## src/rtl/md_issue_ctrl.sv

```systemverilog
// md_issue_ctrl -- issue-side controller for the multiply/divide unit.
// Tracks a start-class operation from its EX cycle until the unit drops
// md_busy. While an operation is tracked, it stalls HI/LO users held in ID.
// A watchdog flags a missing or stuck busy.
// Optional performance counters are enabled by defining MD_PERF_CNT_EN.
// When the macro is undefined, md_ops and md_stall_cycles are tied to 0.
module md_issue_ctrl #(
    parameter int MAX_LAT = 16,
    parameter int CNT_W   = 32
) (
    input  logic             clk,
    input  logic             reset,
    input  logic             id_md_use,
    input  logic             ex_md_start,
    input  logic             md_busy,
    output logic             stall_id,
    output logic             md_pending,
    output logic             md_err,
    output logic [CNT_W-1:0] md_ops,
    output logic [CNT_W-1:0] md_stall_cycles
);

    localparam int WCNT_W = $clog2(MAX_LAT + 1);
    localparam logic [WCNT_W-1:0] C_MAX_LAT = WCNT_W'(MAX_LAT);

    typedef enum logic [1:0] {
        ST_IDLE   = 2'd0,
        ST_LAUNCH = 2'd1,
        ST_BUSY   = 2'd2
    } state_t;

    state_t              r_state;
    logic [WCNT_W-1:0]   r_wcnt;
    logic                r_pending;
    logic                r_err;
    logic [WCNT_W-1:0]   w_wcnt_inc;
    logic                w_stall;

    // Wait counter saturates so a stuck unit cannot wrap it back below the limit.
    assign w_wcnt_inc = (r_wcnt == C_MAX_LAT) ? C_MAX_LAT : r_wcnt + 1'b1;

    // Stall covers the start cycle itself (via ex_md_start), the busy window,
    // and the tracked window until the FSM is back in IDLE.
    assign w_stall = id_md_use & (ex_md_start | md_busy | (r_state != ST_IDLE));

    // Tracking FSM with registered pending/error outputs.
    always_ff @(posedge clk) begin
        if (reset) begin
            r_state   <= ST_IDLE;
            r_wcnt    <= '0;
            r_pending <= 1'b0;
            r_err     <= 1'b0;
        end else begin
            case (r_state)
                ST_IDLE: begin
                    if (ex_md_start) begin
                        r_state   <= ST_LAUNCH;
                        r_pending <= 1'b1;
                    end
                end
                ST_LAUNCH: begin
                    // The unit registers busy at the start edge, so it must be
                    // visible here; otherwise the unit never accepted the op.
                    if (md_busy) begin
                        r_state <= ST_BUSY;
                        r_wcnt  <= '0;
                    end else begin
                        r_err     <= 1'b1;
                        r_state   <= ST_IDLE;
                        r_pending <= 1'b0;
                    end
                end
                ST_BUSY: begin
                    r_wcnt <= w_wcnt_inc;
                    if (ex_md_start) begin
                        // A second start should have been blocked by stall_id;
                        // keep tracking the operation already in flight.
                        r_err <= 1'b1;
                    end else if (!md_busy) begin
                        r_state   <= ST_IDLE;
                        r_pending <= 1'b0;
                    end else if (w_wcnt_inc == C_MAX_LAT) begin
                        r_err     <= 1'b1;
                        r_state   <= ST_IDLE;
                        r_pending <= 1'b0;
                    end
                end
                default: begin
                    r_state   <= ST_IDLE;
                    r_pending <= 1'b0;
                end
            endcase
        end
    end

    assign stall_id   = w_stall;
    assign md_pending = r_pending;
    assign md_err     = r_err;

`ifdef MD_PERF_CNT_EN
    logic [CNT_W-1:0] r_ops;
    logic [CNT_W-1:0] r_stall_cnt;

    // Free-running event counters; they wrap naturally at 2^CNT_W.
    always_ff @(posedge clk) begin
        if (reset) begin
            r_ops       <= '0;
            r_stall_cnt <= '0;
        end else begin
            if (ex_md_start) begin
                r_ops <= r_ops + 1'b1;
            end
            if (w_stall) begin
                r_stall_cnt <= r_stall_cnt + 1'b1;
            end
        end
    end

    assign md_ops          = r_ops;
    assign md_stall_cycles = r_stall_cnt;
`else
    assign md_ops          = '0;
    assign md_stall_cycles = '0;
`endif

endmodule

```

## config.mk

```make
export PLATFORM = sky130hd
export DESIGN_NAME = md_issue_ctrl
export DESIGN_NICKNAME = d
export VERILOG_FILES = /design/src/rtl/md_issue_ctrl.sv
export SDC_FILE = /design/constraint.sdc
export NUM_CORES = 1
export LEC_CHECK = 0
export BUFFER_PORTS_ARGS = -buffer_cell sky130_fd_sc_hd__buf_4
export CORE_UTILIZATION = 43
export CTS_BUF_LIST = sky130_fd_sc_hd__clkbuf_4
export CTS_CLUSTER_SIZE = 16
export DETAILED_ROUTE_END_ITERATION = 10
export PLACE_DENSITY = 0.86
export SLEW_MARGIN = 20
export SYNTH_ARGS = -nofsm -noshare
export SYNTH_HDL_FRONTEND = slang
export SYNTH_SLANG_ARGS = --single-unit
```

## constraint.sdc

```tcl
create_clock -name clk -period 1.7 [get_ports clk]
set_input_delay 0.085 -clock clk [delete_from_list [all_inputs] [get_ports clk]]
set_output_delay 0.085 -clock clk [all_outputs]
set_load 0.01 [all_outputs]
```

; ---- Yosys cells after proc, flatten, opt, wreduce, memory -nomap -nowiden
; Cells that the tools add are included.
[op_classes]
addsub = 1
eq_ne = 11
mux = 20
n_bitwise = 3
reduce_logical = 7
[op_table]
columns = cell, n
row1 = $eq 5x5->1 const B, 2
row2 = $mux 2, 5
row3 = $mux 5, 2
row4 = $pmux 5 s2, 1
row5 = $mux 1, 9
row6 = $ne 3x3->1 const B, 3
row7 = $ne 2x2->1 const B, 4
row8 = $reduce_and 4->1, 2
row9 = $pmux 2 s3, 1
row10 = $add 5x1->5 const B, 1
row11 = $reduce_bool 2->1, 2
row12 = $pmux 1 s3, 1
row13 = $reduce_and 3->1, 1
row14 = $eq 2x1->1 const B, 1
row15 = $eq 2x2->1 const B, 1
row16 = $logic_not 2->1, 1
row17 = $or 1x1->1, 2
row18 = $pmux 1 s2, 1
row19 = $reduce_and 2->1, 1
row20 = $and 1x1->1, 1
[word_totals]
ff_bits = 9
in_bits = 5

; ---- Depth between registers and ports, before layout
[logic_depth]
word_depth = 7
depth_mapped = 6
mapped_depth_nobuf = 6

; ---- Worst setup path after synthesis
; No wires, ideal clock.
[synth_timing]
kind = reg2reg
startpoint = register r_wcnt[0]
endpoint = register r_wcnt[2]
setup_time_ps = 103
arrival_time_ps = 1325
required_time_ps = 1597
path_slack_ps = 272
stages_incl_launch_ff = 7
path_cell_list = dfxtp_1 inv_1 ha_1 nand3b_1 nand2_1 mux2_2 a2111oi_2
[synth_between]
elab_chain_cells = 3
word_cells_on_any_way = 4
classes_between = 1 x add/sub / 1 x eq/ne / 2 x mux
[synth_lines]
columns = element, line_no
row1 = from (decl), 33  ; logic [WCNT_W-1:0] r_wcnt;
row2 = from (signal assigned), 74  ; r_wcnt <= w_wcnt_inc;
row3 = $add 5x1->5 or $eq 5x5->1 (tied branches), 40  ; assign w_wcnt_inc = (r_wcnt == C_MAX_LAT) ? C_MAX_LAT : r_wcnt + 1'b1;
row4 = $mux 5 *, 40
row5 = $pmux 5 s2 *, 54  ; case (r_state)
; Mark *: on every way between the ends. The rest lies on a longest branch, timed or not.
; A chain may end at the register's enable or synchronous reset.

; ---- Worst setup path in the final report
; Ends and elaborated chain as after synthesis.

==> results.md <==
- LEAKAGE: 0.4657 nW
- I/O Buffers: 7
- Setup WS post-layout: 0.2136 ns
- WP data arrival: roughly 1.7 ns
- Max Clock Skew: 0.005538 ns
- Footprint of the multi-input gates: 595.6 um2
- DP Area: approximately 900 um2
- Final setup viols: 0
- Fill count: 250
- Top-count cell post-synth: buf_4
- Peak VDD IR: 0.4628 mV
- Die width: around 52 um
- Final Instance Area: 909.6 um2
- Clock Tree Root: clkbuf_4
- Total CTS buffers: 3
- CP Max Fanout: 7
- Setup TNS: 0 ns
- Nets: 146
- DRC: 0
- # diodes: 0
- CP top delay family: flip-flops
- Clock Latency Late Sink: 0.27 ns
- Die height: 51.71 um
- Global route overflow: 0
- Starting DRC count in detailed routing: 15
- Routed vias: 700
- Core ar.: 2276 um2
- Main synth FF type: dfxtp_1
- Syn Inst Count: roughly 130
- Post-layout util: 39.97%
- Seq/Total Area, Yosys: 16.96%
- Layout cells sized above 1: a little over an eighth
- Peak per-stage delay on the critical path: 0.38 ns
- Antenna-violating nets left: 0
- Syn. warnings: 0
- H-Tree Depth: 1
- Area of the die: 2673 um2
- Max Cap Viol: 0
- CTS tree: done
- Critical path launch point type: register
- CTS sink count: 9
- Endpoints failing hold: 0
- Slowest stage cell, crit path: dfxtp_2
- Fin crit period: 1.486 ns
- Starting Density: 46.67%
- Fmax: 0.6727 GHz
- FFs w/ async S/R, synth: 0%
- Post-synth top area cell: buf_4
- Clock Path Buffers: 2
- Worst Path Required: 1.87 ns
- Std-Cell Rows: 17
- Routed WL per cell: ~8.4 um
- Pre-CTS WS: 0.1473 ns
- Clk slew on worst S/H paths: ~0.06 ns
- Total power: 561.8 uW
- PwrDens: 617.7 nW/um2
- Largest net degree at the start of global routing: 12
- Clock power share: roughly 33%
- Flop-to-flop setup slack: 0.21 ns
- Cells along the critical path: inv_1, ha_1, nand3b_1, nand2_1, mux2_2, a2111oi_2
- Main area contributors after synthesis: buf_4, dfxtp_1, a21oi_1
- Synthesized area: 1062 um2
- Synthesis-to-finish area growth: -14.37%
- Flops & latches, synth: 9
- RSZ-0062 raised after global routing: no
- Placed wire-length estimate: ~1.1 mm
- Io pins: between 70 and 80
- Postcts setup bufs: 0
- Tcrit/Tclk final: 87.44%
- Switch share: 35.13%
- Buf/Inv on CP: 1
- Max Slew Vio Count: 0
- Initial antenna violation count: 0
- Post-synth cell types: 39
- Post-synth EDFFs: 0
- Status: finished clean
- GRT Resource Usage Total: roughly 11%
- Synth top area share: 45.94%
- Internal: 364.5 uW
- Syn Area/Cell: 8.047 um2
- Setup Crit Path Kind: reg -> reg
- Worst hold path class: in -> reg
- First-pass GRT wire length: 2.125 mm
- Crit. End Element: register
- Combinational power share: about 25%
- RD Place Congestion: about 0.91
- Flop pwr share: ~42%
- DRT Wirelength: 1.392 mm
- Pre-antenna DRT Iters: 4
- Sequential Area: around 180 um2
- Vias in the first global route: 521
- Drt via density: 4.217
- Top cells by count, synth: buf_4, dfxtp_1, a21oi_1, nor2_1, nand2_1
- NetSw: 197.4 uW
per-stage QoR:
stage / hold slack, ns / std cells
floorplan: 0.2572 / 195
global placement: 0.3490 / 162
detailed placement: 0.3573 / 162
CTS: 0.06738 / 166
global route: 0.07454 / 166
finish: 0.07258 / 166
layer usage:
layer,vias up,GRT usage [%],routed length (um)
met3,4,2.924,110
met1,325,12.70,551
met4,0,7.658,29
met5,-,0,0
li1,330,-,-
met2,41,16.88,700
worst reg2reg max path: stages, from the launching register on:
cell       delay, ns
dfxtp_2         0.38
inv_1           0.06
ha_1            0.21
nand3b_1        0.08
nand2_1         0.05
mux2_2          0.27
a2111oi_2       0.33
path summary, 6_finish.rpt:
kind / endpoint / cells past startpoint / from
worst max register to register: r_wcnt[2]$_SDFFE_PP0P_ / 6 / r_wcnt[0]$_SDFFE_PP0P_
worst min-delay path: r_wcnt[0]$_SDFFE_PP0P_ / 2 / reset
worst min register to register: md_pending$_SDFFE_PP0P_ / 2 / md_pending$_SDFFE_PP0P_
worst max-delay path: r_wcnt[2]$_SDFFE_PP0P_ / 6 / r_wcnt[0]$_SDFFE_PP0P_
repair_timing:
action,4_1_cts,5_1_grt
endpoints found under the setup margin,0,2
resized for setup,0,1
hold buffers,0,0
placed cells by master (no fill, tap or decap), types with 2 or more instances in the layout:
master	count
a21oi_1	6
buf_4	7
clkbuf_4	4
conb_1	64
dfxtp_1	8
ha_1	2
inv_1	4
nand2_1	5
nand3b_1	2
nor2_1	6
nor3_1	2
o22ai_1	2
power groups by stage:
stage | Combinational (mW) | Clock, mW | Sequential, mW
3_3_place_gp | 0.133 | 0 | 0.240
5_1_grt | 0.154 | 0.206 | 0.239
2_1_floorplan | 0.220 | 0 | 0.236
6_report | 0.137 | 0.188 | 0.236
3_5_place_dp | 0.134 | 0 | 0.241
4_1_cts | 0.135 | 0.193 | 0.236
logic make-up (layout without fill, tap and decap cells):
logic type	after synthesis	in the layout	synth area share [%]
buffers and inverters	72	15	49.23
AND/OR/NAND/NOR	26	26	14.49
AO/OA/AOI/OAI	18	18	12.84
flip-flops	9	9	16.96
adder cells (fa/ha/maj)	3	3	3.298
multiplexers	2	2	2.002
other	1	64	0.3530
XOR/XNOR	1	1	0.8247
state kept, by name, summed over array words and instances (netlist names):
name	count
md_pending	1
r_wcnt	5
r_state	2
md_err	1
layout make-up:
class                           count  share of cell area, %
Clock buffer                        4                  3.301
Inverter                            4                  1.651
Multi-Input combinational cell    114                  65.47
Sequential cell                     9                  19.94
Tap cell                           28                  3.851
Timing Repair Buffer                7                  5.777
No activity file was read; power rests on OpenSTA's default activity.
